File: src/rtl/program_loader_pkg.sv
// Shared types and constants for the boot-time program loader.
// The optional trailing checksum word is enabled by defining
// PROGRAM_LOADER_CHECKSUM_EN. This package itself is identical in both builds.
package program_loader_pkg;

    localparam int BYTE_W = 8;
    localparam int WORD_W = 16;

    typedef logic [BYTE_W-1:0] byte_t;
    typedef logic [WORD_W-1:0] word_t;

    // Loader FSM states.
    // CSUM_HI and CSUM_LO are only reachable when the checksum feature is built in.
    typedef enum logic [3:0] {
        LEN_HI  = 4'd0,
        LEN_LO  = 4'd1,
        DATA_HI = 4'd2,
        DATA_LO = 4'd3,
        WRITE   = 4'd4,
        CSUM_HI = 4'd5,
        CSUM_LO = 4'd6,
        DONE    = 4'd7,
        ERROR   = 4'd8
    } state_t;

    // States in which the loader is waiting for, and will take, a stream byte.
    function automatic logic accepts_byte(input state_t s);
        return (s == LEN_HI)  || (s == LEN_LO)  ||
               (s == DATA_HI) || (s == DATA_LO) ||
               (s == CSUM_HI) || (s == CSUM_LO);
    endfunction

endpackage

File: src/rtl/loader_word_assembler.sv
// Pairs big-endian bytes into 16-bit words for the program loader.
// With PROGRAM_LOADER_CHECKSUM_EN defined, it also keeps a running XOR of
// the data words that the FSM marks for accumulation.
module loader_word_assembler
    import program_loader_pkg::*;
(
    input  logic  clock,
    input  logic  reset,
    input  logic  byte_valid,
    input  byte_t byte_data,
`ifdef PROGRAM_LOADER_CHECKSUM_EN
    input  logic  accumulate,
    output word_t checksum,
`endif
    output word_t word,
    output logic  word_complete
);

    logic  low_phase;
    byte_t high_byte;

    // Track the high/low phase and keep the high byte until its partner arrives.
    always_ff @(posedge clock or negedge reset) begin
        if (!reset) begin
            low_phase <= 1'b0;
            high_byte <= '0;
        end else if (byte_valid) begin
            if (!low_phase) begin
                high_byte <= byte_data;
            end
            low_phase <= ~low_phase;
        end
    end

    // The word is complete in the cycle the low byte is presented and taken.
    assign word          = {high_byte, byte_data};
    assign word_complete = byte_valid && low_phase;

`ifdef PROGRAM_LOADER_CHECKSUM_EN
    word_t xor_acc;

    // Running XOR over all data words, starting from zero after reset.
    always_ff @(posedge clock or negedge reset) begin
        if (!reset) begin
            xor_acc <= '0;
        end else if (accumulate) begin
            xor_acc <= xor_acc ^ word;
        end
    end

    assign checksum = xor_acc;
`endif

endmodule

File: src/rtl/program_loader.sv
// Boot-time program loader: takes a length-prefixed big-endian image from a
// byte stream and writes it to consecutive RAM words. The CPU is held in reset
// until the image is complete. Define PROGRAM_LOADER_CHECKSUM_EN to require a
// trailing XOR checksum word.
module program_loader
    import program_loader_pkg::*;
#(
    parameter logic [15:0] BASE_ADDR = 16'h0000,
    parameter int          MAX_WORDS = 4096
) (
    input  logic        clock,
    input  logic        reset,
    input  logic [7:0]  rx_data,
    input  logic        rx_valid,
    output logic        rx_ready,
    output logic        mem_write_enable,
    output logic [15:0] mem_address,
    output logic [15:0] mem_write_data,
    output logic        cpu_reset,
    output logic        done,
    output logic        error
);

    // Length limit widened by one bit so that MAX_WORDS = 65536 still compares correctly.
    localparam logic [16:0] MAX_WORDS_LIMIT = 17'(MAX_WORDS);

`ifdef PROGRAM_LOADER_CHECKSUM_EN
    localparam state_t AFTER_DATA = CSUM_HI;
`else
    localparam state_t AFTER_DATA = DONE;
`endif

    state_t state;
    state_t next_state;
    word_t  word_count;
    word_t  index;
    word_t  index_next;
    word_t  word;
    logic   accept;
    logic   word_complete;
    logic   len_too_big;

`ifdef PROGRAM_LOADER_CHECKSUM_EN
    word_t  checksum;
    logic   accumulate;

    assign accumulate = (state == DATA_LO) && word_complete;
`endif

    assign accept      = rx_valid && rx_ready;
    assign index_next  = index + 16'd1;
    assign len_too_big = {1'b0, word} > MAX_WORDS_LIMIT;

    loader_word_assembler u_assembler (
        .clock         (clock),
        .reset         (reset),
        .byte_valid    (accept),
        .byte_data     (rx_data),
`ifdef PROGRAM_LOADER_CHECKSUM_EN
        .accumulate    (accumulate),
        .checksum      (checksum),
`endif
        .word          (word),
        .word_complete (word_complete)
    );

    // State register; an asserted reset restarts the load from LEN_HI.
    always_ff @(posedge clock or negedge reset) begin
        if (!reset) begin
            state <= LEN_HI;
        end else begin
            state <= next_state;
        end
    end

    // Next-state logic: walk the image format, ending in DONE or ERROR.
    always_comb begin
        next_state = state;
        unique case (state)
            LEN_HI: begin
                if (accept) next_state = LEN_LO;
            end
            LEN_LO: begin
                if (accept) begin
                    if (word == '0)       next_state = AFTER_DATA;
                    else if (len_too_big) next_state = ERROR;
                    else                  next_state = DATA_HI;
                end
            end
            DATA_HI: begin
                if (accept) next_state = DATA_LO;
            end
            DATA_LO: begin
                if (accept) next_state = WRITE;
            end
            WRITE: begin
                if (index_next < word_count) next_state = DATA_HI;
                else                         next_state = AFTER_DATA;
            end
`ifdef PROGRAM_LOADER_CHECKSUM_EN
            CSUM_HI: begin
                if (accept) next_state = CSUM_LO;
            end
            CSUM_LO: begin
                if (accept) next_state = (word == checksum) ? DONE : ERROR;
            end
`else
            CSUM_HI, CSUM_LO: begin
                next_state = ERROR;
            end
`endif
            DONE:    next_state = DONE;
            ERROR:   next_state = ERROR;
            default: next_state = LEN_HI;
        endcase
    end

    // Word count, write index and the registered RAM address/data that hold outside WRITE.
    always_ff @(posedge clock or negedge reset) begin
        if (!reset) begin
            word_count     <= '0;
            index          <= '0;
            mem_address    <= '0;
            mem_write_data <= '0;
        end else begin
            if ((state == LEN_LO) && word_complete) begin
                word_count <= word;
                index      <= '0;
            end
            if ((state == DATA_LO) && word_complete) begin
                mem_address    <= BASE_ADDR + index;
                mem_write_data <= word;
            end
            if (state == WRITE) begin
                index <= index_next;
            end
        end
    end

    assign rx_ready         = accepts_byte(state);
    assign mem_write_enable = (state == WRITE);
    assign cpu_reset        = (state == DONE);
    assign done             = (state == DONE);
    assign error            = (state == ERROR);

endmodule

File: config.mk
export PLATFORM = sky130hd
export DESIGN_NAME = program_loader
export DESIGN_NICKNAME = d
export VERILOG_FILES = /design/src/rtl/program_loader_pkg.sv /design/src/rtl/loader_word_assembler.sv /design/src/rtl/program_loader.sv
export SDC_FILE = /design/constraint.sdc
export NUM_CORES = 1
export LEC_CHECK = 0
export ABC_AREA = 1
export BUFFER_PORTS_ARGS = -buffer_cell sky130_fd_sc_hd__buf_2
export CAP_MARGIN = 40
export CORE_MARGIN = 2
export CORE_UTILIZATION = 50
export CTS_BUF_LIST = sky130_fd_sc_hd__clkbuf_8
export DETAILED_ROUTE_END_ITERATION = 8
export HOLD_SLACK_MARGIN = 0.02
export PLACE_DENSITY_LB_ADDON = 0.1
export SYNTH_ARGS = -nofsm -noshare
export SYNTH_HDL_FRONTEND = slang
export SYNTH_SLANG_ARGS = --single-unit
File: constraint.sdc
create_clock -name clock -period 3.1 [get_ports clock]
set_input_delay 0.465 -clock clock [delete_from_list [all_inputs] [get_ports clock]]
set_output_delay 0.465 -clock clock [all_outputs]
set_load 0.01 [all_outputs]
==> flow_metrics.py, run 1 <==
metrics = {
    "timing": {
        "hold_viol": 0,
        "final.min_clock_period_ns": 2.50,
        "clock-skew-final_ns": 0.00708,
        "worst_slew_pin_slew_ns": 0.823,
        "grt_setup_unrepaired": "false",
        "fmax_mhz": 399,
        "fin_crit_sh_pct": 80.8,
        "slew_violations": 0,
        "slew-limit-headroom_pct": 45.1,
        "setup_violations": 0,
        "setup_tns_ns": 0,
    },
    "yosys": {
        "syn_area_per_cell_um2": 8.39,
        "syn_nets": 505,
        "synth_top_area_cell": "dfrtp_1",
        "synth.ff_latch_count": 77,
        "yosysWarnings": 0,
        "synth_edf_count": 0,
        "syn_inst": 478,
        "synth_most_common_cell": "nand2_1",
        "synthFlopType": "dfrtp_1",
        "synthDistinctLibCells": 35,
        "synth_commonest_cells": "123 x nand2_1, 79 x inv_1, 77 x dfrtp_1",
        "yosys.area.top_type_share_pct": 48.0,
        "synthArstFlopShare_pct": 100,
        "ys_seq_area_share_pct": 48.0,
        "synth_area_mm2": 0.00401,
        "synth.area.top_cells": "dfrtp_1 48%, nand2_1 12%, inv_1 7.4%",
    },
    "clock_tree": {
        "path_clk_slew_ns": 0.08,
        "cts_sinks": 77,
        "cts_resized": 0,
        "numCtsBuffers": 9,
        "cts.htree.levels": 3,
        "cts_root_buf": "clkbuf_8",
        "cts_tree": "yes",
        "clock_latency_ns": 0.34,
        "ctsHoldBuffers": 0,
        "cts_buffer_depth": 2,
        "postCtsSetupRepairBufs": 0,
    },
    "pwr": {
        "power.density_mw_per_mm2": 977,
        "leakage_uw": 0.00245,
        "total_power_uw": 4440,
        "peakVddDrop_v": 0.000425,
    },
    "global_route": {
        "grt_usage_pct": 22.0,
        "grt_pass1_wl_mm": 15.0,
        "antenna_found_initial": 0,
        "grt_start_max_net_pins": 64,
        "overflow": 0,
        "grt_pass1_vias": 3177,
    },
    "drt": {
        "drtAntennaViolNets": 0,
        "drc_errors": 0,
        "vias": 3154,
        "dr.pass1.iters": 4,
        "first_iter_violations": 165,
        "wl_per_cell_um": 13.8,
        "vias_per_cell": 5.02,
        "wl_mm": 8.69,
    },
    "floorplan": {
        "rows": 32,
        "initial_core_util_pct": 51.7,
        "die_y_um": 93.6,
        "io_pins": 48,
        "die_area_mm2": 0.00876,
        "fp.dieW_um": 93.6,
        "core_area_mm2": 0.00777,
    },
    "layout": {
        "layout.nets": 549,
        "area_growth_syn_to_layout_pct": 13.3,
        "multiInputGateArea_mm2": 0.00168,
        "layout-drive-gt1-share_pct": 18.1,
        "antenna_cells": 0,
        "fillers": 724,
        "fin_area_mm2": 0.00454,
        "regArea_mm2": 0.00193,
    },
    "run": {
        "drv_cap": 0,
    },
    "hold_path": {
        "hp-class": "input pin to asynchronous set/reset pin",
    },
    "setup_path": {
        "cp.required_ns": 3.32,
        "critPathLaunchType": "flip-flop",
        "path_max_fanout": 6,
        "worst_setup_path_end_kind": "flip-flop",
        "critPathKind": "flip-flop to flip-flop",
        "arrival_ns": 2.73,
    },
    "placement": {
        "placed_area_mm2": 0.00430,
        "place_congestion": 0.841,
        "port_buffers": 47,
        "dp_hpwl_mm": 6.39,
    },
    "status": {
        "status": "finished clean",
    },
}
## per-layer routing
| layer | wire length [µm] | part of all wire, % | vias to the layer above | global-route usage (%) |
|---|---|---|---|---|
| met3 | 303 | 3.5 | 16 | 3.30 |
| met4 | 221 | 2.5 | 0 | 9.66 |
| met5 | 0 | 0 | - | 0 |
| li1 | - | - | 1599 | - |
| met2 | 3980 | 46 | 71 | 36.0 |
| met1 | 4180 | 48 | 1468 | 29.0 |
## cell families (layout without fill, tap and decap cells)
| logic type | Yosys count | after routing | share of synthesized area [%] |
|---|---|---|---|
| adder cells (fa/ha/maj) | 16 | 16 | 4.99 |
| AND/OR/NAND/NOR | 206 | 206 | 25.2 |
| flip-flops | 77 | 77 | 48.0 |
| buffers and inverters | 95 | 143 | 10.2 |
| AO/OA/AOI/OAI | 80 | 80 | 10.7 |
| XOR/XNOR | 4 | 4 | 0.873 |
## layout make-up
class                      count  area share, %
clock inverter                 4           2.09
clock buffer                  11           3.33
multi-input combinational    306           36.9
timing repair buffer          48           5.84
tap                          102           2.81
inverter                      80           6.64
sequential                    77           42.4
## stage by stage
step	utilization, %	setup WS, ns	std cells	hold WS (ns)
floorplan	-	0.888	478	0.169
global placement	55.0	0.698	612	0.454
detailed placement	55.3	0.615	613	0.441
CTS	58.5	0.588	628	0.0615
global route	58.5	0.164	628	0.0728
finish	58.5	0.596	628	0.0509
## worst max-delay path, cell delays in order, from the launching register on
cell,delay (ns)
dfrtp_1,0.44
inv_1,0.11
nor4_2,0.34
nand2_1,0.17
o21ai_0,0.24
and2_1,0.18
ha_1,0.24
nand2_1,0.06
inv_1,0.03
o21ai_0,0.13
a21oi_1,0.08
nor2_1,0.09
nand2_1,0.06
nand2_1,0.07
nand2_1,0.05
nand2_1,0.05
nand2_1,0.05
## registers in the layout (all words and copies together) (netlist names)
signal / cells
index: 16
mem_address: 16
mem_write_data: 16
state: 4
u_assembler.high_byte: 8
u_assembler.low_phase: 1
word_count: 16
## placed cells by master (no fill, tap or decap), types with 2 or more instances in the layout
master,instances
a21oi_1,7
and2_1,2
buf_2,46
bufinv_16,3
clkbuf_8,11
clkinv_2,2
dfrtp_1,77
ha_1,16
inv_1,79
nand2_1,123
nand2_2,4
nand2_4,4
nand3_1,25
nand3_2,7
nand4_1,8
nor2_1,16
nor3_1,6
nor3_4,2
nor4_1,2
o21ai_0,28
o21ai_1,36
o21ai_2,7
xor2_1,4
## report_power, final
group	internal [µW]	switching, µW	leakage (µW)
clock	573	360	0.000125
combinational	682	1090	0.00131
sequential	1410	329	0.00102
total	2670	1770	0.00245
## worst paths after layout
kind	startpoint	to	slack, ns	cells past startpoint
worst max-delay path	index[4]$_DFFE_PN0P_	state[0]$_DFFE_PN0P_	0.60	16
worst min-delay path	reset	mem_address[5]$_DFFE_PN0P_	0.05	1
worst max register to register	index[4]$_DFFE_PN0P_	state[0]$_DFFE_PN0P_	0.60	16
worst min register to register	mem_address[14]$_DFFE_PN0P_	mem_address[14]$_DFFE_PN0P_	0.47	2
max in group asynchronous	reset	u_assembler.high_byte[4]$_DFFE_PN0P_	2.47	2
min in group clock	rx_data[5]	mem_write_data[5]$_DFFE_PN0P_	0.43	3
No activity file was read; power rests on OpenSTA's default activity.
==> inputs of run 2 (changes only) <==
==> constraint.sdc (replaced) <==
create_clock -name clock -period 2.1 [get_ports clock]
set_input_delay 0.315 -clock clock [delete_from_list [all_inputs] [get_ports clock]]
set_output_delay 0.315 -clock clock [all_outputs]
set_load 0.01 [all_outputs]
==> run 2 against run 1 <==
Effect of this change: the run now ends with negative setup slack left; cell area increased by 12%; sequential power increased by 42%; clock power increased by 39%; critical path depth increased by 4; combinational power increased by 97%; critical endpoint unchanged.
==> flow_metrics.py, run 2 (synthesis gave the netlist of run 1 again) <==
metrics = {
    "clock_tree": {
        "numCtsBuffers": 9,
        "cts_buffer_depth": 2,
        "cts_tree": "yes",
        "cts_sinks": 77,
        "cts_root_buf": "clkbuf_8",
        "clock_latency_ns": 0.35,
        "path_clk_slew_ns": 0.09,
        "cts.htree.levels": 3,
    },
    "timing": {
        "fmax_mhz": 430,
        "fin_crit_sh_pct": 111,
        "clock-skew-final_ns": 0.00915,
        "grt_setup_unrepaired": "true",
        "hold_viol": 0,
        "slew-limit-headroom_pct": 43.9,
        "setup_violations": 2,
        "worst_slew_pin_slew_ns": 0.841,
        "setup_ws_ns": -0.226,
        "final.min_clock_period_ns": 2.33,
        "slew_violations": 0,
    },
    "drt": {
        "dr.pass1.iters": 4,
        "wl_mm": 9.05,
        "vias": 3377,
        "drc_errors": 0,
        "drtAntennaViolNets": 0,
        "wl_per_cell_um": 13.3,
        "vias_per_cell": 4.97,
        "first_iter_violations": 142,
    },
    "floorplan": {
        "core_area_mm2": 0.00777,
        "io_pins": 48,
        "die_area_mm2": 0.00876,
        "die_y_um": 93.6,
        "fp.dieW_um": 93.6,
        "initial_core_util_pct": 51.7,
        "rows": 32,
    },
    "pwr": {
        "peakVddDrop_v": 0.000680,
        "leakage_uw": 0.00273,
        "power.density_mw_per_mm2": 1430,
    },
    "global_route": {
        "antenna_found_initial": 0,
        "grt_pass1_wl_mm": 14.8,
        "grt_usage_pct": 21.7,
        "grt_start_max_net_pins": 64,
        "grt_pass1_vias": 3137,
        "overflow": 0,
    },
    "hold_path": {
        "hp-class": "input pin to flip-flop",
        "holdPathEnd": "mem_write_data[5]$_DFFE_PN0P_",
        "hold_depth": 3,
        "min_from": "rx_data[5]",
    },
    "placement": {
        "dpl.cell_count": 649,
        "port_buffers": 47,
        "place_ws_ns": -0.265,
        "place_congestion": 0.855,
        "dp_hpwl_mm": 6.24,
    },
    "setup_path": {
        "worstReg2RegStart": "index[1]$_DFFE_PN0P_",
        "rr_worst_depth": 20,
        "path_max_fanout": 3,
        "crit_slowest_cell": "dfrtp_1",
        "worst_setup_path_end_kind": "flip-flop",
        "slowest_delay_ns": 0.41,
        "cp.required_ns": 2.34,
        "critPathKind": "flip-flop to flip-flop",
        "critPathLaunchType": "flip-flop",
        "reg2reg_slack_ns": -0.23,
        "arrival_ns": 2.57,
        "path_cells": "buf_6 -> ha_4 -> nand3_2 -> buf_4 -> nor2_4 -> inv_2 -> o21ai_0 -> nand2_1 -> inv_1 -> ha_1 -> nand2_1 -> inv_2 -> o21ai_2 -> a21oi_2 -> nor2_1 -> nand2_1 -> nand2_2 -> nand2_1 -> nand2_1 -> nand2_1",
        "reg2reg_to": "state[0]$_DFFE_PN0P_",
        "critical-path-top-cell-by-count": "nand2_1",
    },
    "layout": {
        "antenna_cells": 0,
        "final_cell_count_no_fill": 680,
        "layout.nets": 600,
        "most-common-layout-cells": "119 x nand2_1, 77 x dfrtp_1, 71 x inv_1",
        "area_growth_syn_to_layout_pct": 26.4,
        "multiInputGateArea_mm2": 0.00183,
        "layout-drive-gt1-share_pct": 31.0,
        "regArea_mm2": 0.00193,
        "fillers": 667,
        "final_common_cell": "nand2_1",
    },
    "status": {
        "violations": "negative setup slack",
        "status": "finished, violations left",
    },
    "run": {
        "drv_cap": 0,
    },
}
run 2: cell types whose count changed in the layout (fill, tap and decap cells not counted), moves of 4 or more:
| cell | before | now |
|---|---|---|
| buf_4 | 1 | 49 |
| inv_1 | 79 | 71 |
| inv_2 | 0 | 9 |
| nor2_4 | 1 | 5 |
| nor2_1 | 16 | 10 |
| o21ai_0 | 28 | 24 |
| nand2_1 | 123 | 119 |
run 2: area by class of cell:
| type | instances | area share, % |
|---|---|---|
| Clock buffer | 11 | 2.98 |
| Timing Repair Buffer | 99 | 12.8 |
| Multi-Input combinational cell | 306 | 36.1 |
| Sequential cell | 77 | 38.0 |
| Inverter | 80 | 5.94 |
| Clock inverter | 5 | 1.60 |
| Tap cell | 102 | 2.52 |
run 2: worst max-delay path: cells and delay by family, from the launching register on:
kind / cells / cell delay (ns)
AND/OR/NAND/NOR: 10 / 0.71
buffers and inverters: 5 / 0.45
flip-flops: 1 / 0.41
adder cells (fa/ha/maj): 2 / 0.34
AO/OA/AOI/OAI: 3 / 0.30
run 2: timing repair:
action / 4_1_cts / 5_1_grt
setup buffers: 10 / 4
gates resized for setup: 12 / 24
gates cloned: 0 / 0
hold endpoints to repair: 41 / 0
pin swaps: 15 / 11
hold buffers: 1 / 0
endpoints found under the setup margin: 2 / 2
run 2: worst max-delay path by stage:
stage / startpoint / end / slack [ns] / depth (start not counted)
after detailed placement: index[1]$_DFFE_PN0P_ / state[0]$_DFFE_PN0P_ / -0.27 / 16
final: index[1]$_DFFE_PN0P_ / state[0]$_DFFE_PN0P_ / -0.23 / 20
after global placement: index[1]$_DFFE_PN0P_ / state[0]$_DFFE_PN0P_ / -0.21 / 16
after floorplan: index[3]$_DFFE_PN0P_ / state[0]$_DFFE_PN0P_ / -0.08 / 17
after CTS: index[1]$_DFFE_PN0P_ / state[0]$_DFFE_PN0P_ / -0.23 / 17
after global routing: index[1]$_DFFE_PN0P_ / state[0]$_DFFE_PN0P_ / -0.46 / 20
run 2: report_power, final:
| part | internal [µW] | leakage (µW) | switching [µW] | total [µW] |
|---|---|---|---|---|
| logic | 1560 | 0.00159 | 1930 | 3490 |
| registers | 2080 | 0.00102 | 386 | 2470 |
| clock network | 739 | 0.000122 | 565 | 1300 |
| total | 4380 | 0.00273 | 2880 | 7270 |
run 2: per-stage QoR:
| stage | instance area [µm²] | setup TNS, ns | hold slack, ns | util (%) | power, µW |
|---|---|---|---|---|---|
| CTS | 4940 | -0.424 | 0.272 | 63.6 | 7080 |
| global placement | 4580 | -0.384 | 0.345 | 59.0 | 5480 |
| detailed placement | 4580 | -0.474 | 0.352 | 59.0 | 5590 |
| floorplan | 4030 | -0.112 | 0.0194 | - | 4480 |
| finish | 5070 | -0.387 | 0.275 | 65.3 | 7270 |
| global route | 5070 | -0.813 | 0.294 | 65.3 | 7910 |
run 2: layer usage:
| layer | vias up | routed length (µm) | GRT usage [%] |
|---|---|---|---|
| li1 | 1717 | - | - |
| met4 | 0 | 197 | 7.49 |
| met1 | 1549 | 4250 | 29.9 |
| met5 | - | 0 | 0 |
| met2 | 91 | 4220 | 35.0 |
| met3 | 20 | 385 | 3.38 |
